--- src/rtl/fetch_pc_gen.sv ---
// fetch_pc_gen: instruction-fetch PC generator with ICache request handshake,
// epoch tagging for stale-response rejection and outstanding-request credit.
// Optional feature: define FETCH_PC_GEN_NLP_EN to let nlp_valid/nlp_target
// steer the PC after a firing request (lowest priority after backend/IF3).
module fetch_pc_gen #(
  parameter int unsigned FETCH_WIDTH     = 4,
  parameter int unsigned MAX_OUTSTANDING = 3,
  parameter logic [31:0] RESET_PC        = 32'hBFC00000
) (
  input  logic                   clk,
  input  logic                   rst,
  input  logic                   pause,
  input  logic                   be_redirect_valid,
  input  logic [31:0]            be_redirect_pc,
  input  logic                   if3_redirect_valid,
  input  logic [31:0]            if3_redirect_pc,
  input  logic                   nlp_valid,
  input  logic [31:0]            nlp_target,
  output logic                   req_valid,
  input  logic                   req_ready,
  output logic [31:0]            req_pc,
  output logic [FETCH_WIDTH-1:0] req_mask,
  output logic [1:0]             req_epoch,
  input  logic                   resp_valid,
  input  logic [1:0]             resp_epoch,
  output logic                   resp_drop,
  output logic [2:0]             outstanding
);

  localparam int unsigned IDX_W       = (FETCH_WIDTH > 1) ? $clog2(FETCH_WIDTH) : 1;
  localparam logic [31:0] BLOCK_BYTES = 32'(FETCH_WIDTH * 4);
  localparam logic [2:0]  MAX_OUT     = 3'(MAX_OUTSTANDING);

  typedef enum logic [1:0] {
    S_IDLE,
    S_FETCH,
    S_WAIT_CREDIT
  } state_e;

  state_e           state_q, state_d;
  logic [31:0]      pc_q, pc_d;
  logic [1:0]       epoch_q, epoch_d;
  logic [2:0]       out_q, out_d;
  logic             fire;
  logic             resp_take;
  logic [IDX_W-1:0] slot;

`ifndef FETCH_PC_GEN_NLP_EN
  logic nlp_unused;
  assign nlp_unused = ^{nlp_valid, nlp_target};
`endif

  assign fire      = req_valid && req_ready;
  // A response with nothing outstanding has no request to retire.
  assign resp_take = resp_valid && (out_q != '0);

  // State register.
  always_ff @(posedge clk or negedge rst) begin
    if (!rst) state_q <= S_IDLE;
    else      state_q <= state_d;
  end

  // Next-state: IDLE lasts one cycle; credit state follows next outstanding count.
  always_comb begin
    state_d = state_q;
    unique case (state_q)
      S_IDLE:        state_d = S_FETCH;
      S_FETCH:       if (out_d >= MAX_OUT) state_d = S_WAIT_CREDIT;
      S_WAIT_CREDIT: if (out_d < MAX_OUT)  state_d = S_FETCH;
      default:       state_d = S_IDLE;
    endcase
  end

  // Output decode: request gating and stale-response detection.
  always_comb begin
    req_valid = (state_q == S_FETCH) && !pause && (out_q < MAX_OUT);
    resp_drop = rst && resp_valid && (resp_epoch != epoch_q);
  end

  // Next PC/epoch: backend > IF3 > (NLP or sequential) on fire.
  always_comb begin
    pc_d    = pc_q;
    epoch_d = epoch_q;
    if (be_redirect_valid) begin
      pc_d    = be_redirect_pc & ~32'h3;
      epoch_d = epoch_q + 2'd1;
    end else if (if3_redirect_valid) begin
      pc_d    = if3_redirect_pc & ~32'h3;
      epoch_d = epoch_q + 2'd1;
    end else if (fire) begin
`ifdef FETCH_PC_GEN_NLP_EN
      if (nlp_valid) pc_d = nlp_target & ~32'h3;
      else
`endif
      pc_d = (pc_q & ~(BLOCK_BYTES - 32'd1)) + BLOCK_BYTES;
    end
  end

  // Outstanding credit: fire and retire in the same cycle cancel out.
  always_comb begin
    out_d = out_q;
    if (fire && !resp_take && (out_q < MAX_OUT)) out_d = out_q + 3'd1;
    else if (!fire && resp_take)                 out_d = out_q - 3'd1;
  end

  // Datapath registers.
  always_ff @(posedge clk or negedge rst) begin
    if (!rst) begin
      pc_q    <= RESET_PC;
      epoch_q <= '0;
      out_q   <= '0;
    end else begin
      pc_q    <= pc_d;
      epoch_q <= epoch_d;
      out_q   <= out_d;
    end
  end

  // Slot mask: slots before the PC's position in its aligned block are invalid.
  assign slot = (FETCH_WIDTH > 1) ? pc_q[2 +: IDX_W] : '0;

  always_comb begin
    req_mask = '0;
    for (int unsigned i = 0; i < FETCH_WIDTH; i++) begin
      req_mask[i] = (i >= 32'(slot));
    end
  end

  assign req_pc      = pc_q;
  assign req_epoch   = epoch_q;
  assign outstanding = out_q;

endmodule
--- config.mk ---
export PLATFORM = sky130hd
export DESIGN_NAME = fetch_pc_gen
export DESIGN_NICKNAME = d
export VERILOG_FILES = /design/src/rtl/fetch_pc_gen.sv
export SDC_FILE = /design/constraint.sdc
export NUM_CORES = 1
export LEC_CHECK = 0
export CAP_MARGIN = 20
export CORE_MARGIN = 5
export CORE_UTILIZATION = 35
export CTS_CLUSTER_DIAMETER = 100
export DETAILED_ROUTE_END_ITERATION = 7
export PLACE_DENSITY = 0.78
export SLEW_MARGIN = 0
export SYNTH_ARGS = -nofsm -noshare
export SYNTH_HDL_FRONTEND = slang
export SYNTH_SLANG_ARGS = --single-unit
--- constraint.sdc ---
create_clock -name clk -period 2 [get_ports clk]
set_input_delay 0.3 -clock clk [delete_from_list [all_inputs] [get_ports clk]]
set_output_delay 0.3 -clock clk [all_outputs]
set_load 0.03 [all_outputs]
==> out/results.ini, run 1 <==
[status]
status = finished, final reports clean

[die]
num_io_pins = 149
die-area_sq_um = 9090
coreArea_sq_um = 7180
die_h_um = 95.3
die_x_um = 95.3
initial_utilization_pct = 35.5
num_rows = 31

[layout]
layout_common_cells = 105 x clkdlybuf4s50_1, 56 x buf_4, 30 x a21oi_1
nFillCells = 606
diodes = 0
regArea_sq_um = 956
finalNetCount = 567
areaGrowthSynthToFinish_pct = 66.2
fin_util_pct = 59.0
multi_input_area_sq_um = 1530
mostFrequentLayoutCell = clkdlybuf4s50_1
drive_gt1_share_pct = 23.4

[cts]
clock_latency_ns = 0.29
ctsRootBufferMaster = clkbuf_8
clk_path_buf_depth = 2
cts_sinks = 37
cts_tree = built
clkTransAtPathRegs_ns = 0.08
h-tree-depth = 2
cts_made_buffers = 5
ctsHoldBuffers = 0

[logic_synthesis]
synthXorXnorAreaFrac_pct = 3.78
ys.flop_type = dfrtp_1
yosysSeqAreaShare_pct = 36.8
synth_compound_area_share_pct = 27.6
synthMuxAreaShare_pct = 2.36
synth_area_sq_um = 2550
yosys.area_share.simple_pct = 20.4
synthArstFlopShare_pct = 100
synth_edf_count = 0
syn_avg_cell_area_sq_um = 8.33
yosys_register_bits = 37
synth_top_family_by_area = compound AO/OA/AOI/OAI gates
ys.warnings.count = 0
synthAdderAreaFrac_pct = 3.14
ys_types = 46
synthCells = 306

[critical_path]
r2r-end = req_pc[31]
path_cells = nand3_2 -> or4_4 -> or3_4 -> or4_1 -> nand3_1
crit_arrival_ns = 2.21
critPathMaxFanout = 4
crit_slowest_cell = or4_4
crit_cells = 5
worst_setup_path_start_kind = flop
slowest_delay_ns = 0.56
reg2reg_from = req_pc[10]
critPathRequiredTime_ns = 2.24
critPathKind = flop to flop
reg2reg_depth = 5
r2r_setup_slack_ns = 0.03
cp.buffers_inverters = 0
end_kind = flop
cp_top_family = simple AND/OR/NAND/NOR gates

[global_routing]
grt-ovfl-total = 0
grt_usage_pct = 20.3
grt_pass1_vias = 3010
grt_start_max_net_pins = 38
antenna_found_initial = 0
grt_first_pass_wirelength_um = 14500

[run]
cap_violations = 0

[worst_hold_path]
hp-class = input port to async pin

[placement]
place.gp.congestion = 0.924
portBuffers = 108
dp_hpwl_um = 7010

[routing]
via_count = 2949
avgRoutedWirePerCell_um = 16.3
wl_um = 9080
initialDrtViolationCount = 175
dr.pass1.iters = 4
drc = 0
drtAntennaViolNets = 0
vias_per_cell = 5.29

[timing]
rsz0062_at_grt = no
timing.hold.ws_ns = 0.0958
timing.fmax_mhz = 507
hold_viol = 0
slew_viol_final = 0
final-setup-viol-count = 0
finalCritPeriodShare_pct = 98.6
fin_crit_ns = 1.97
skew_ns = 0.00972

[pwr]
p_per_area_nw_per_um2 = 802
ir_drop_uv = 324
p_leak_nw = 1.71
p_total_mw = 3.39

[how the worst max path moves through the flow]
stage | end | startpoint
2_1_floorplan | req_pc[31] | req_pc[13]
3_3_place_gp | req_pc[6] | pause
3_5_place_dp | req_pc[6] | pause
4_1_cts | req_pc[31] | req_pc[4]
5_1_grt | req_pc[31] | req_pc[10]
6_report | req_pc[31] | req_pc[10]
[worst register-to-register path: stages (launching register included)]
cell and delay (ns):
dfrtp_2 0.38, nand3_2 0.11, or4_4 0.56, or3_4 0.38, or4_1 0.41, nand3_1 0.09
[synthesized netlist by cell type (all sizes together) (4+ instances only)]
master   number  area (sq um)
a21oi        30           150
nand2        30           115
dfrtp        28           701
o21ai        24           120
a22oi        19           143
nand3        19           100
nor2         17          63.8
clkbuf       16          60.1
inv          13          48.8
xnor2        11          96.3
dfstp         9           236
nand4         7          43.8
a22o          6          52.6
a2bb2oi       6          52.6
a31oi         6          37.5
mux2i         6          60.1
o31ai         6          45.0
and3          5          31.3
buf           4          33.8
ha            4          50.1
nand2b        4          25.0
or4           4          31.3
[sequential cells by signal, summed over array words and instances (netlist names)]
signal,cells
req_epoch,2
outstanding,3
state_q,2
req_pc,30
[metrics by stage]
| step | instance area [sq um] | setup TNS (ns) | instances | setup slack (ns) |
|---|---|---|---|---|
| final | 4240 | 0 | 557 | 0.0282 |
| after global routing | 4240 | 0 | 557 | 0.00118 |
| after CTS | 4140 | 0 | 551 | 0.0129 |
| after detailed placement | 4050 | -4.42 | 542 | -0.269 |
| after global placement | 4050 | -2.99 | 542 | -0.224 |
| after floorplan | 2570 | -0.229 | 307 | -0.150 |
[routing by layer]
metal | share of wire (%) | wire, um | vias to the layer above | GRT usage, %
li1 | - | - | 1436 | -
met1 | 40 | 3630 | 1373 | 25.7
met2 | 50 | 4530 | 123 | 34.2
met3 | 8.6 | 777 | 17 | 5.05
met4 | 1.5 | 133 | 0 | 6.13
met5 | 0 | 0 | - | 0
[final cells by class]
class	count	share of cell area, %
timing repair buffer	163	35.3
sequential	37	22.6
clock buffer	6	1.71
tap	99	2.92
multi-input combinational	237	36.1
clock inverter	2	0.236
inverter	13	1.15
[timing repair]
item                       CTS  global route
resized for setup            0            12
buffers inserted             1             6
cloned                       0             0
setup endpoints to repair    1            24
pin swaps                    0             4
[cell families after synthesis]
| family | Yosys count |
|---|---|
| AOI/OAI and AO/OA | 108 |
| and+or+nand+nor | 102 |
| DFF | 37 |
| buffers and inverters | 33 |
| xor gates and xnor gates | 11 |
| adders and majority gates | 7 |
| muxes | 6 |
| other | 2 |
[power by group]
| group | internal [mW] | leakage (nW) | switching, mW | total, mW |
|---|---|---|---|---|
| logic | 0.872 | 1.24 | 0.895 | 1.77 |
| clock network | 0.242 | 0.0450 | 0.281 | 0.523 |
| registers | 0.923 | 0.425 | 0.181 | 1.10 |
| total | 2.04 | 1.71 | 1.36 | 3.39 |
(Power assumes the default switching activity.)
==> run 2: changes to the inputs <==
- CELL_PAD_IN_SITES_DETAIL_PLACEMENT: unset -> 0
- CELL_PAD_IN_SITES_GLOBAL_PLACEMENT: unset -> 2
- CORE_UTILIZATION: 35 -> 18
- PLACE_DENSITY: 0.78 -> unset
- PLACE_DENSITY_LB_ADDON: unset -> 0.1
- RECOVER_POWER: unset -> 25
==> out/results.ini, run 2 (synthesis results as in run 1) <==
[die]
die-area_sq_um = 16600  ; +83%
initial_utilization_pct = 18.4  ; -17 points
coreArea_sq_um = 13900  ; +93%
num_io_pins = 149  ; unchanged
die_x_um = 129  ; +35%
num_rows = 43  ; +39%
die_h_um = 129  ; +35%

[cts]
cts_made_buffers = 5  ; unchanged
ctsHoldBuffers = 0  ; unchanged
clk_path_buf_depth = 2  ; unchanged
h-tree-depth = 2  ; unchanged
clkTransAtPathRegs_ns = 0.07  ; about the same
clock_latency_ns = 0.29  ; about the same
ctsRootBufferMaster = clkbuf_16
cts_sinks = 37  ; unchanged
cts_tree = built

[layout]
diodes = 0  ; unchanged
layout_common_cells = 105 x clkdlybuf4s50_1, 54 x buf_4, 30 x a21oi_1
drive_gt1_share_pct = 23.1  ; -0.27 points
fin_util_pct = 32.1  ; -27 points
largest_reg_flops = 30  ; unchanged
areaGrowthSynthToFinish_pct = 74.8
finalNetCount = 568  ; +0.18%
mostFrequentLayoutCell = clkdlybuf4s50_1
design_area_sq_um = 4450  ; +5.2%

[pwr]
p_clk_share_pct = 25.6  ; +10 points
power.internal_mw = 2.43  ; +19%
sw_frac_of_total_pct = 36.9  ; -3.0 points
p_sw_mw = 1.42  ; +4.8%
p_seq_share_pct = 28.0  ; -4.5 points
p_total_mw = 3.85  ; +13%
p_leak_nw = 1.77  ; +3.7%
p_comb_share_pct = 46.4  ; -5.7 points
p_per_area_nw_per_um2 = 865  ; +7.9%
ir_drop_uv = 278  ; -14%

[timing]
skew_ns = 0.0100  ; +0.000296 ns
fin_crit_ns = 1.97  ; -0.00601 ns
hold_viol = 0  ; unchanged
timing.fmax_mhz = 509  ; +0.31%
rsz0062_at_grt = yes
slew_headroom_pct = 27.4
final-setup-viol-count = 0  ; unchanged
tightest_slew_ns = 1.09
slew_viol_final = 0  ; unchanged
finalCritPeriodShare_pct = 98.3  ; -0.30 points

[routing]
initialDrtViolationCount = 155  ; -11%
vias_per_cell = 4.62  ; -13%
dr.pass1.iters = 4  ; unchanged
drtAntennaViolNets = 0  ; unchanged
avgRoutedWirePerCell_um = 17.2  ; +5.6%
via_count = 2949  ; unchanged
drc = 0  ; unchanged
wl_um = 11000  ; +21%

[critical_path]
worst_setup_path_start_kind = flop
critPathRequiredTime_ns = 2.23  ; about the same
critPathMaxFanout = 4  ; unchanged
end_kind = flop
critPathKind = flop to flop
crit_arrival_ns = 2.19  ; -0.02 ns

[status]
status = finished, final reports clean

[global_routing]
grt_usage_pct = 13.4  ; -7.0 points
grt-ovfl-total = 0  ; unchanged
grt_first_pass_wirelength_um = 17300  ; +19%
grt_pass1_vias = 3191  ; +6.0%
grt_start_max_net_pins = 38  ; unchanged
antenna_found_initial = 0  ; unchanged

[placement]
portBuffers = 108  ; unchanged
place.gp.congestion = 0.748  ; -19%
dp_hpwl_um = 8270  ; +18%
placed_area_sq_um = 4180  ; +3.4%

[run]
cap_violations = 0  ; unchanged

[worst_hold_path]
hp-class = input port to async pin

==> run 2: power groups by stage <==
stage	Sequential [mW]	Clock (mW)	Combinational, mW
2_1_floorplan	1.35	0	0.630
3_3_place_gp	1.09	0	1.74
3_5_place_dp	1.09	0	1.74
4_1_cts	1.09	1.02	1.77
5_1_grt	1.10	1.04	1.93
6_report	1.08	0.985	1.79
==> run 2: per-layer routing <==
| metal | vias up | GRT usage, % | share of wire, % |
|---|---|---|---|
| met1 | 1411 | 17.2 | 45 |
| met2 | 85 | 22.7 | 49 |
| met4 | 0 | 3.09 | 1.1 |
| met3 | 9 | 3.15 | 5.2 |
| met5 | - | 0 | 0 |
| li1 | 1444 | - | - |
==> run 2: worst paths after layout <==
check,cells after the start,startpoint,slack [ns],end
worst max register to register,6,outstanding[0],0.03,req_pc[31]
max in group asynchronous,2,rst,0.88,req_pc[5]
min in group clk,1,req_epoch[1],0.52,req_epoch[1]
worst min-delay path,2,rst,0.37,state_q[0]
worst min register to register,1,req_epoch[1],0.52,req_epoch[1]
worst max-delay path,6,outstanding[0],0.03,req_pc[31]
==> run 2: cell type report <==
| type | instances | area, sq um |
|---|---|---|
| clock buffer | 6 | 139 |
| timing repair buffer | 164 | 1520 |
| multi-input combinational | 237 | 1530 |
| clock inverter | 2 | 37.5 |
| sequential | 37 | 956 |
| tap | 180 | 225 |
| fill | 1498 | 9430 |
| inverter | 13 | 48.8 |
==> run 2: stage by stage <==
| step | hold WS [ns] | TNS (ns) | cells | setup WS (ns) |
|---|---|---|---|---|
| after detailed placement | 0.458 | -4.64 | 626 | -0.261 |
| after global routing | 0.472 | -0.137 | 639 | -0.0575 |
| final | 0.368 | 0 | 639 | 0.0343 |
| after floorplan | 0.00441 | -0.229 | 307 | -0.150 |
| after CTS | 0.145 | 0 | 637 | 0.0224 |
| after global placement | 0.460 | -5.76 | 626 | -0.297 |
==> run 2: what timing repair did <==
item | in CTS | in global routing
setup buffers | 3 | 2
gates resized for setup | 5 | 9
endpoints found under the setup margin | 5 | 15
pin swaps | 3 | 2
==> run 2: worst max-delay path, stage by stage, from the launching register on <==
cell	delay, ns
dfrtp_2	0.44
a211oi_2	0.27
buf_4	0.16
nand4_1	0.12
or3_4	0.41
or4_1	0.40
nand3_1	0.09
==> run 3: changes to the inputs <==
- SETUP_SLACK_MARGIN: unset -> 0.4
==> out/results.ini, run 3 (synthesis results as in run 1) <==
[worst_hold_path]
worstHoldStart = be_redirect_valid
hp-class = input port to flop

[die]
die_x_um = 129  ; unchanged
num_io_pins = 149  ; unchanged
coreArea_sq_um = 13900  ; unchanged
num_rows = 43  ; unchanged
die-area_sq_um = 16600  ; unchanged
die_h_um = 129  ; unchanged
initial_utilization_pct = 18.4  ; unchanged

[routing]
dr.pass1.iters = 4  ; unchanged
via_count = 2941  ; -0.27%
initialDrtViolationCount = 67  ; -57%
avgRoutedWirePerCell_um = 16.9  ; -2.0%
drc = 0  ; unchanged
drtAntennaViolNets = 0  ; unchanged
vias_per_cell = 4.48  ; -2.9%
wl_um = 11100  ; +0.60%

[cts]
clkTransAtPathRegs_ns = 0.06  ; about the same
clk_path_buf_depth = 2  ; unchanged
ctsHoldBuffers = 0  ; unchanged
cts_made_buffers = 5  ; unchanged
ctsRootBufferMaster = clkbuf_16
cts_tree = built
cts_sinks = 37  ; unchanged
h-tree-depth = 2  ; unchanged
clock_latency_ns = 0.28  ; about the same

[placement]
place.gp.congestion = 0.754  ; +0.82%
placed_area_sq_um = 4220  ; +0.84%
portBuffers = 108  ; unchanged
dp_slack_ns = -0.169  ; +0.0920 ns
dp_hpwl_um = 8440  ; +2.0%

[global_routing]
grt_first_pass_wirelength_um = 17200  ; -0.48%
use_met3_pct = 2.78  ; -0.37 points
grt-ovfl-total = 0  ; unchanged
grt_usage_pct = 13.3  ; -0.10 points
grt_start_max_net_pins = 38  ; unchanged
grt_pass1_vias = 3194  ; +0.094%
grtUsageMet1_pct = 16.9  ; -0.31 points
busiest_layer = met2
antenna_found_initial = 0  ; unchanged
met2_usage_pct = 23.1  ; +0.46 points

[timing]
slew_headroom_pct = 30.7  ; +3.3 points
tightest_slew_ns = 1.04  ; -0.0490 ns
fin_crit_ns = 1.94  ; -0.0225 ns
slew_viol_final = 0  ; unchanged
timing.fmax_mhz = 515  ; +1.2%
fin_ws_ns = 0.0568  ; +0.0225 ns
hold_viol = 0  ; unchanged
skew_ns = 0.00433  ; -0.00568 ns
final-setup-viol-count = 0  ; unchanged
rsz0062_at_grt = yes
setup_tns_ns = 0  ; unchanged
finalCritPeriodShare_pct = 97.2  ; -1.1 points

[critical_path]
crit_cells = 5  ; -1
critPathKind = flop to flop
crit_slowest_cell = or4_4
end_kind = flop
path_cells = nand3_4 -> or4_4 -> or3_4 -> or4_1 -> nand3_1
crit_start = req_pc[9]
critPathRequiredTime_ns = 2.22  ; about the same
crit_arrival_ns = 2.16  ; -0.03 ns
slowest_delay_ns = 0.54  ; +0.10 ns
worst_setup_path_start_kind = flop
reg2reg_from = req_pc[9]
r2r_setup_slack_ns = 0.06  ; +0.02 ns
cp.buffers_inverters = 0  ; -1
reg2reg_depth = 5  ; -1
cp_top_family = simple AND/OR/NAND/NOR gates
r2r-end = req_pc[31]
critPathMaxFanout = 3  ; -1
crit_path_end = req_pc[31]

[layout]
finalNetCount = 585  ; +3.0%
nFillCells = 1459  ; -2.6%
drive_gt1_share_pct = 38.0  ; +15 points
fin_util_pct = 36.1  ; +4.0 points
design_area_sq_um = 5010  ; +12%
largest_reg_flops = 30  ; unchanged
areaGrowthSynthToFinish_pct = 96.5
mostFrequentLayoutCell = clkdlybuf4s50_1
diodes = 0  ; unchanged
layout_common_cells = 66 x clkdlybuf4s50_1, 57 x buf_4, 32 x dlygate4sd2_1

[pwr]
p_leak_nw = 2.06  ; +16%
p_total_mw = 4.02  ; +4.4%
ir_drop_uv = 318  ; +14%
p_per_area_nw_per_um2 = 803  ; -7.1%

[run]
cap_violations = 0  ; unchanged

[status]
status = finished, final reports clean

## run 3: changes by cell type in the layout (fill, tap and decap cells not counted), sizes merged
cell	change
clkdlybuf4s50	-39
dlygate4sd2	+32
buf	+16
clkdlybuf4s15	+5
clkbuf	+2
clkinvlp	-1
dlymetal6s2s	+1
nand2	+1
## run 3: repair_timing
item	4_1_cts	5_1_grt
gates resized for setup	93	56
setup endpoints to repair	72	38
endpoints found under the hold margin	0	0
pin swaps	16	25
buffers inserted	10	13
cloned	2	0
## run 3: worst min path at each step
stage                           to  slack (ns)  cells after the start
global placement         req_pc[2]        0.48                      2
finish                   req_pc[4]        0.41                      3
global route             req_pc[4]        0.41                      3
detailed placement       req_pc[2]        0.48                      2
CTS                      req_pc[2]        0.18                      2
floorplan           outstanding[0]       0.004                      0
## run 3: power breakdown
group	total, mW	switching [mW]	internal [mW]
clock network	0.936	0.312	0.623
registers	1.11	0.183	0.927
logic	1.97	1.02	0.953
total	4.02	1.52	2.50
## run 3: layout make-up
class	instances	area (sq um)	share of cell area (%)
clock buffers	7	143	2.85
clock inverters	1	30.0	0.600
inverters	13	51.3	1.02
multi-input cells	238	1910	38.1
flip-flops and latches	37	957	19.1
well taps	180	225	4.50
repair buffers	180	1690	33.8
## run 3: through the flow
step | instances | hold WS [ns]
floorplan | 307 | 0.00441
global placement | 623 | 0.477
detailed placement | 623 | 0.478
CTS | 643 | 0.178
global route | 656 | 0.415
finish | 656 | 0.407
## run 3: worst reg2reg max path: stages (launching register included)
cell and delay, ns:
dfrtp_2 0.38, nand3_4 0.09, or4_4 0.54, or3_4 0.39, or4_1 0.41, nand3_1 0.08
## run 3: per-layer routing
metal	wire length [um]	up-vias	part of all wire (%)
met3	422	5	3.8
li1	-	1473	-
met2	5650	59	51
met4	97	0	0.88
met1	4890	1404	44
met5	0	-	0
